[config.mk]
export PLATFORM = sky130hd
export DESIGN_NAME = aes_round_ctrl
export DESIGN_NICKNAME = d
export VERILOG_FILES = /design/src/rtl/aes_round_ctrl.sv
export SDC_FILE = /design/constraint.sdc
export NUM_CORES = 1
export LEC_CHECK = 0
export ABC_AREA = 1
export ABC_CLOCK_PERIOD_IN_PS = 1600
export CAP_MARGIN = 10
export CORE_MARGIN = 2
export CORE_UTILIZATION = 34
export DETAILED_ROUTE_END_ITERATION = 7
export GPL_TIMING_DRIVEN = 0
export PLACE_DENSITY_LB_ADDON = 0.05
export SYNTH_ARGS = -nofsm -noshare
export SYNTH_HDL_FRONTEND = slang
export SYNTH_SLANG_ARGS = --single-unit
export TNS_END_PERCENT = 5
[constraint.sdc]
create_clock -name clk -period 1.6 [get_ports clk]
set_input_delay 0.32 -clock clk [delete_from_list [all_inputs] [get_ports clk]]
set_output_delay 0.32 -clock clk [all_outputs]
set_load 0.1 [all_outputs]
[src/rtl/aes_round_ctrl.sv]
// Control sequencer for an iterative AES-128 core with one shared SubBytes stage.
// Drives only strobes and selects; the datapath holds the state and key.
module aes_round_ctrl #(
  parameter int NUM_ROUNDS = 10
) (
  input  logic       clk,
  input  logic       rst_n,
  input  logic       start_i,
  output logic       in_ready_o,
  output logic       state_load_o,
  output logic       state_sel_o,
  output logic       mix_en_o,
  output logic       key_load_o,
  output logic       key_step_o,
  output logic [7:0] rcon_o,
  output logic [3:0] round_o,
  output logic       busy_o,
  output logic       out_valid_o,
  input  logic       out_ready_i
);

  // state | meaning
  // IDLE  | waiting for start_i
  // LOAD  | state <= plaintext^key, key schedule loaded
  // SUB   | SubBytes registers the state, key schedule steps
  // RND   | state <= round result (MixColumns skipped in the last round)
  // DONE  | ciphertext valid, waiting for out_ready_i
  typedef enum logic [2:0] {IDLE, LOAD, SUB, RND, DONE} state_e;

  localparam logic [3:0] LAST_ROUND = 4'(NUM_ROUNDS);

  state_e      state_q, state_d;
  logic [3:0]  round_q, round_d;
  logic [7:0]  rcon_q, rcon_d;
  logic        in_ready_q, in_ready_d;
  logic        state_load_q, state_load_d;
  logic        state_sel_q, state_sel_d;
  logic        mix_en_q, mix_en_d;
  logic        key_load_q, key_load_d;
  logic        key_step_q, key_step_d;
  logic        busy_q, busy_d;
  logic        out_valid_q, out_valid_d;

  function automatic logic [7:0] xtime(input logic [7:0] b);
    return {b[6:0], 1'b0} ^ (b[7] ? 8'h1b : 8'h00);
  endfunction

  always_comb begin
    state_d = state_q;
    round_d = round_q;
    rcon_d  = rcon_q;
    case (state_q)
      IDLE: if (start_i) state_d = LOAD;
      LOAD: begin
        state_d = SUB;
        round_d = 4'd1;
        rcon_d  = 8'h01;
      end
      SUB:  state_d = RND;
      RND: begin
        if (round_q == LAST_ROUND) begin
          state_d = DONE;
        end else begin
          state_d = SUB;
          round_d = round_q + 4'd1;
          rcon_d  = xtime(rcon_q);
        end
      end
      DONE: begin
        if (out_ready_i) begin
          state_d = IDLE;
          round_d = 4'd0;
          rcon_d  = 8'h01;
        end
      end
      default: state_d = IDLE;
    endcase

    // Outputs are decoded from the next state so they land in flops aligned with state_q.
    in_ready_d   = 1'b0;
    state_load_d = 1'b0;
    state_sel_d  = 1'b0;
    mix_en_d     = 1'b1;
    key_load_d   = 1'b0;
    key_step_d   = 1'b0;
    busy_d       = 1'b0;
    out_valid_d  = 1'b0;
    case (state_d)
      IDLE: in_ready_d = 1'b1;
      LOAD: begin
        state_load_d = 1'b1;
        key_load_d   = 1'b1;
        busy_d       = 1'b1;
      end
      SUB: begin
        key_step_d = 1'b1;
        busy_d     = 1'b1;
      end
      RND: begin
        state_load_d = 1'b1;
        state_sel_d  = 1'b1;
        busy_d       = 1'b1;
        mix_en_d     = (round_d != LAST_ROUND);
      end
      DONE: out_valid_d = 1'b1;
      default: in_ready_d = 1'b0;
    endcase
  end

  always_ff @(posedge clk) begin
    if (!rst_n) begin
      state_q      <= IDLE;
      round_q      <= 4'd0;
      rcon_q       <= 8'h01;
      in_ready_q   <= 1'b1;
      state_load_q <= 1'b0;
      state_sel_q  <= 1'b0;
      mix_en_q     <= 1'b1;
      key_load_q   <= 1'b0;
      key_step_q   <= 1'b0;
      busy_q       <= 1'b0;
      out_valid_q  <= 1'b0;
    end else begin
      state_q      <= state_d;
      round_q      <= round_d;
      rcon_q       <= rcon_d;
      in_ready_q   <= in_ready_d;
      state_load_q <= state_load_d;
      state_sel_q  <= state_sel_d;
      mix_en_q     <= mix_en_d;
      key_load_q   <= key_load_d;
      key_step_q   <= key_step_d;
      busy_q       <= busy_d;
      out_valid_q  <= out_valid_d;
    end
  end

  assign in_ready_o   = in_ready_q;
  assign state_load_o = state_load_q;
  assign state_sel_o  = state_sel_q;
  assign mix_en_o     = mix_en_q;
  assign key_load_o   = key_load_q;
  assign key_step_o   = key_step_q;
  assign rcon_o       = rcon_q;
  assign round_o      = round_q;
  assign busy_o       = busy_q;
  assign out_valid_o  = out_valid_q;

endmodule
Word level (Yosys, flattened, before mapping)
Index checks and enable logic that the tools add are counted.
{"block": "totals", "input_bits": 4, "ff_bits": 23, "elab_cells": 50, "out_inout_bits": 20}
{"block": "classes", "add_sub_neg": 1, "bitwise_logic": 1, "muxes": 18, "n_reduce_logical": 7, "eq_ne": 12}
{"cell": "case mux 8 bit (3 select lines)", "n": 1}
{"cell": "2-to-1 mux 8 bit", "n": 2}
{"cell": "case mux 3 bit (5 select lines)", "n": 1}
{"cell": "== test 3 x 2 -> 1 bit, second input constant", "n": 4}
{"cell": "case mux 4 bit (3 select lines)", "n": 1}
{"cell": "2-to-1 mux 3 bit", "n": 3}
{"cell": "2-to-1 mux 4 bit", "n": 2}
{"cell": "bitwise XOR 8 x 5 -> 8 bit", "n": 1}
{"cell": "2-to-1 mux 1 bit", "n": 7}
{"cell": "== test 3 x 1 -> 1 bit, second input constant", "n": 2}
{"cell": "== test 3 bit, second input constant", "n": 2}
{"cell": "zero test 3 bit", "n": 2}
{"cell": "2-to-1 mux 5 bit", "n": 1}
{"cell": "adder 4 x 1 -> 4 bit, second input constant", "n": 1}
{"cell": "== test 4 bit, second input constant", "n": 1}
{"cell": "!= test 2 bit, second input constant", "n": 2}
{"cell": "!= test 4 bit, second input constant", "n": 1}
{"cell": "AND reduction 3 bit", "n": 1}
{"cell": "nonzero test 3 bit", "n": 1}
{"cell": "OR reduction 3 bit", "n": 1}
{"cell": "AND reduction 2 bit", "n": 1}
{"cell": "OR reduction 2 bit", "n": 1}

Depth between registers and ports, before layout
{"block": "depth", "word_depth": 6, "depth_mapped": 10, "depth_no_buf": 10}

Worst setup path after synthesis
OpenSTA, ideal clock, no wires.
{"block": "synth_timing", "path_kind": "flip-flop to flip-flop", "start": "register round_q[0] (netlist: round_o[0])", "end": "register rcon_q[2] (netlist: rcon_o[2])", "t_required_ps": 1531, "setup_slack_ps": -578, "path_buffers": 0, "stages_incl_launch_ff": 10, "arrival_ps": 2109, "setup_time_ps": 69, "cell_sequence": "dfxtp_1 inv_1 ha_1 nand2_1 nor2_1 nand2_1 nand2_2 nor2_4 nand3_1 a21oi_2"}
{"block": "synth_via", "elab_chain_len": 3}
{"item": "start: declaration", "line": "33", "rtl": "logic [3:0] round_q, round_d;"}
{"item": "start signal: assignment", "line": "125", "rtl": "round_q <= round_d;"}
{"item": "== test 4 bit", "line": "61", "rtl": "if (round_q == LAST_ROUND) begin"}
{"item": "!= test 2 bit (no line)"}
{"item": "AND reduction 3 bit (no line)"}
{"item": "end signal: assignment", "line": "126", "rtl": "rcon_q <= rcon_d;"}
{"item": "end: declaration", "line": "34", "rtl": "logic [7:0] rcon_q, rcon_d;"}
Every way passes these cells.
A chain may end at the register's enable or synchronous reset.

Worst setup path in the final report
{"block": "layout_timing", "start": "register round_q[1] (netlist: round_o[1])", "end": "output port round_o[1]"}
{"item": "end: declaration", "line": "16", "rtl": "output logic [3:0] round_o,"}
No word-level cell between the ends.

==> results by group <==
Placed design
  – DP Cell Count: 186
  – Routability cong.: 0.836
  – Post-DP HPWL: 1610 microns
  – Port bufs: 23

Clock network
  – TritonCTS buffer count: 3
  – Maximum clock path buffer count: 2
  – Htree depth: 1
  – Setup bufs post-CTS: 0
  – Skew-Pair Late Insertion Delay: 0.31 ns
  – CTS Sinks: 23
  – CTS tree: yes
  – # hold bufs at CTS: 0
  – Root buf cell: clkbuf_4
  – Reg clk slew, reported paths: 0.13 ns

Setup path
  – Crit path capture: round_o[1]
  – CP peak stage delay: 0.54 ns
  – CP Capture Type: output pin
  – FF-to-FF setup slack: 0.18 ns
  – Stages on worst setup path: 1
  – Crit-path cells: clkdlybuf4s18_2
  – Worst path arrival time: 1.24 ns
  – Critical path buffer and inverter count: 1
  – Kind of cell adding the most delay to the critical path: buffers and inverters
  – Crit-path max FO: 6
  – R2R Path Start: round_o[0]$_SDFF_PN0_
  – Launch point of the worst path: round_o[1]$_SDFF_PN0_
  – Reg-to-Reg End: rcon_o[2]$_SDFFE_PN0P_
  – Worst Reg-to-Reg Cells: 9
  – Required @ worst endpoint: 1.28 ns
  – Startpoint types: flip-flop
  – Slowest cell on the critical path: clkdlybuf4s18_2
  – CP Class: flip-flop to output pin

Cells and area
  – Most frequent cells in the layout: nand2_1 (25), nor2_1 (21), dfxtp_1 (19)
  – Antenna Cells: 0
  – Area grow syn2layout: 26.6%
  – Most common cell after layout, fill and taps aside: nand2_1
  – Ratio of cells with drive above 1 in the final layout: 25.2%
  – Fillers: 286
  – Final cell count without fillers: 190
  – Final net count: 166

Timing
  – Hold Slack: 0.511 ns
  – Final-report max-slew violation count: 0
  – Hold Vio Cnt, Final: 0
  – # setup viols final: 0
  – Clock skew: 0.0122 ns
  – Setup TNS: 0 ns
  – RSZ-0062 raised after global routing: no
  – Fin crit share: 97.3%
  – Measured slew at the worst slew-check pin: 0.548 ns
  – Maximum clock frequency: 642 MHz
  – Crit path time final: 1.56 ns
  – Max-slew headroom: 63.6%

Synth
  – Syn avg cell area: 7.59 sq um
  – FF+latch count, synth: 23
  – Warnings from Yosys: 0
  – Yosys top cell area share: 45.9%
  – Seq/Total Area, Yosys: 45.9%
  – Mapped Nets: 138
  – Mapped Cells: 132
  – Dominant cells by area after synthesis: dfxtp_1 (46%), nand2_1 (9.4%), nor2_1 (8.2%)
  – Netlist Area Pre-Place: 1000 sq um
  – Synth area leader: dfxtp_1
  – Synth cell types: 22

Pwr
  – Switch share: 36.0%
  – PwrDens: 931 nW/um^2
  – Clock group share of total power: 22.3%
  – Part of the power in registers: 52.3%
  – Switching pwr: 0.425 mW
  – Logic pwr share: 25.4%
  – Internal: 0.756 mW
  – Total Power: 1.18 mW
  – Leakage: 0.556 nW
  – Worst vdd ir: 546 uV

Floorplanning
  – Starting Density: 36.0%
  – DIE AREA: 3400 sq um
  – Area of the core: 2780 sq um
  – Num ports: 24
  – Die width: 58.3 microns
  – Die Ht: 58.3 microns
  – Row cnt: 19

Routing
  – Wire length per cell: 11.7 microns
  – Drt pass-1 iters: 4
  – Residual DRC count: 0
  – Drt initial violations: 43
  – Vias per inst: 4.88
  – Via count: 928
  – Detail Route Antenna Nets: 0
  – Drt total wl: 2220 microns

Global route
  – Initial antenna violation count: 0
  – GRT overflow: 0
  – Vias in the first global route: 895
  – Largest net degree at the start of global routing: 13
  – Global-route wire length before repair: 3950 microns
  – GRT Util Overall: 14.9%

Run
  – Max_cap viols: 0

Run status
  – Outcome: finished, final reports clean

Min path
  – HP Class: flip-flop to flip-flop
  – Hold Crit Start: rcon_o[5]$_SDFFE_PN0P_
[kinds of logic (layout without fill, tap and decap cells)]
group,after synthesis,after routing,share of synthesized area (%)
fa+ha+maj,2,2,2.50
flops,23,23,45.9
compound gates,18,18,10.7
buf+inv,14,41,5.62
simple gates,72,72,32.6
xor+xnor,3,3,2.62
[how the worst min path moves through the flow]
stage	endpoint	cells after the start
4_1_cts	rcon_o[5]$_SDFFE_PN0P_	2
6_report	rcon_o[5]$_SDFFE_PN0P_	2
3_3_place_gp	rcon_o[5]$_SDFFE_PN0P_	2
2_1_floorplan	rcon_o[0]$_SDFFE_PN1P_	1
3_5_place_dp	rcon_o[5]$_SDFFE_PN0P_	2
5_1_grt	rcon_o[5]$_SDFFE_PN0P_	2
[power groups by stage]
stage	registers [mW]	clock network (mW)	logic, mW
5_1_grt	0.624	0.301	0.318
4_1_cts	0.619	0.276	0.307
6_report	0.618	0.264	0.300
3_3_place_gp	0.632	0	0.311
2_1_floorplan	0.795	0	0.0738
3_5_place_dp	0.631	0	0.313
[Yosys cell counts]
master     n
o211ai_1   1
and2_1     2
o21ai_1    6
inv_2      3
inv_1      9
nand2_4    1
buf_1      1
buf_4      1
nand3_1   14
ha_1       2
nand2_2    1
nor2_1    22
a21oi_1    6
or2_1      1
a21oi_2    4
nor3b_1    1
nand2_1   25
nand4_1    4
xor2_1     3
dfxtp_1   23
nor2_4     1
o21ai_0    1
[area by class of cell]
| type | instances | area [sq um] | area share, % |
|---|---|---|---|
| Multi-Input combinational cell | 95 | 488 | 38.5 |
| Sequential cell | 23 | 470 | 37.1 |
| Timing Repair Buffer | 23 | 188 | 14.8 |
| Inverter | 12 | 45.0 | 3.55 |
| Tap cell | 31 | 38.8 | 3.06 |
| Clock buffer | 4 | 26.3 | 2.07 |
| Buffer | 2 | 12.5 | 0.986 |
[what timing repair did]
action                     4_1_cts  5_1_grt
setup endpoints to repair       20       16
pin swaps                        0        0
hold endpoints to repair         0        0
gates resized for setup         65       19
[state kept, by name (all words and copies together) (netlist names)]
| signal | flops |
|---|---|
| mix_en_o | 1 |
| in_ready_o | 1 |
| key_load_o | 1 |
| state_q | 3 |
| round_o | 4 |
| state_sel_o | 1 |
| state_load_o | 1 |
| rcon_o | 8 |
| out_valid_o | 1 |
| key_step_o | 1 |
| busy_o | 1 |
[through the flow]
stage | utilization [%] | setup slack (ns) | cell area, sq um
6_report | 45.6 | 0.0426 | 1270
3_3_place_gp | 46.1 | -0.360 | 1280
5_1_grt | 45.6 | 0.00199 | 1270
3_5_place_dp | 46.1 | -0.368 | 1280
4_1_cts | 47.6 | -0.241 | 1320
2_1_floorplan | - | 0.0216 | 1010
[layer usage]
layer	vias to the layer above	part of all wire, %	global-route usage [%]	wire [microns]
met5	-	0	0	0
met4	0	0.81	5.98	18
met3	2	4.6	2.20	102
met2	18	45	22.8	995
met1	424	50	21.1	1100
li1	484	-	-	-
Note: power is estimated with default switching activity, not from simulation.
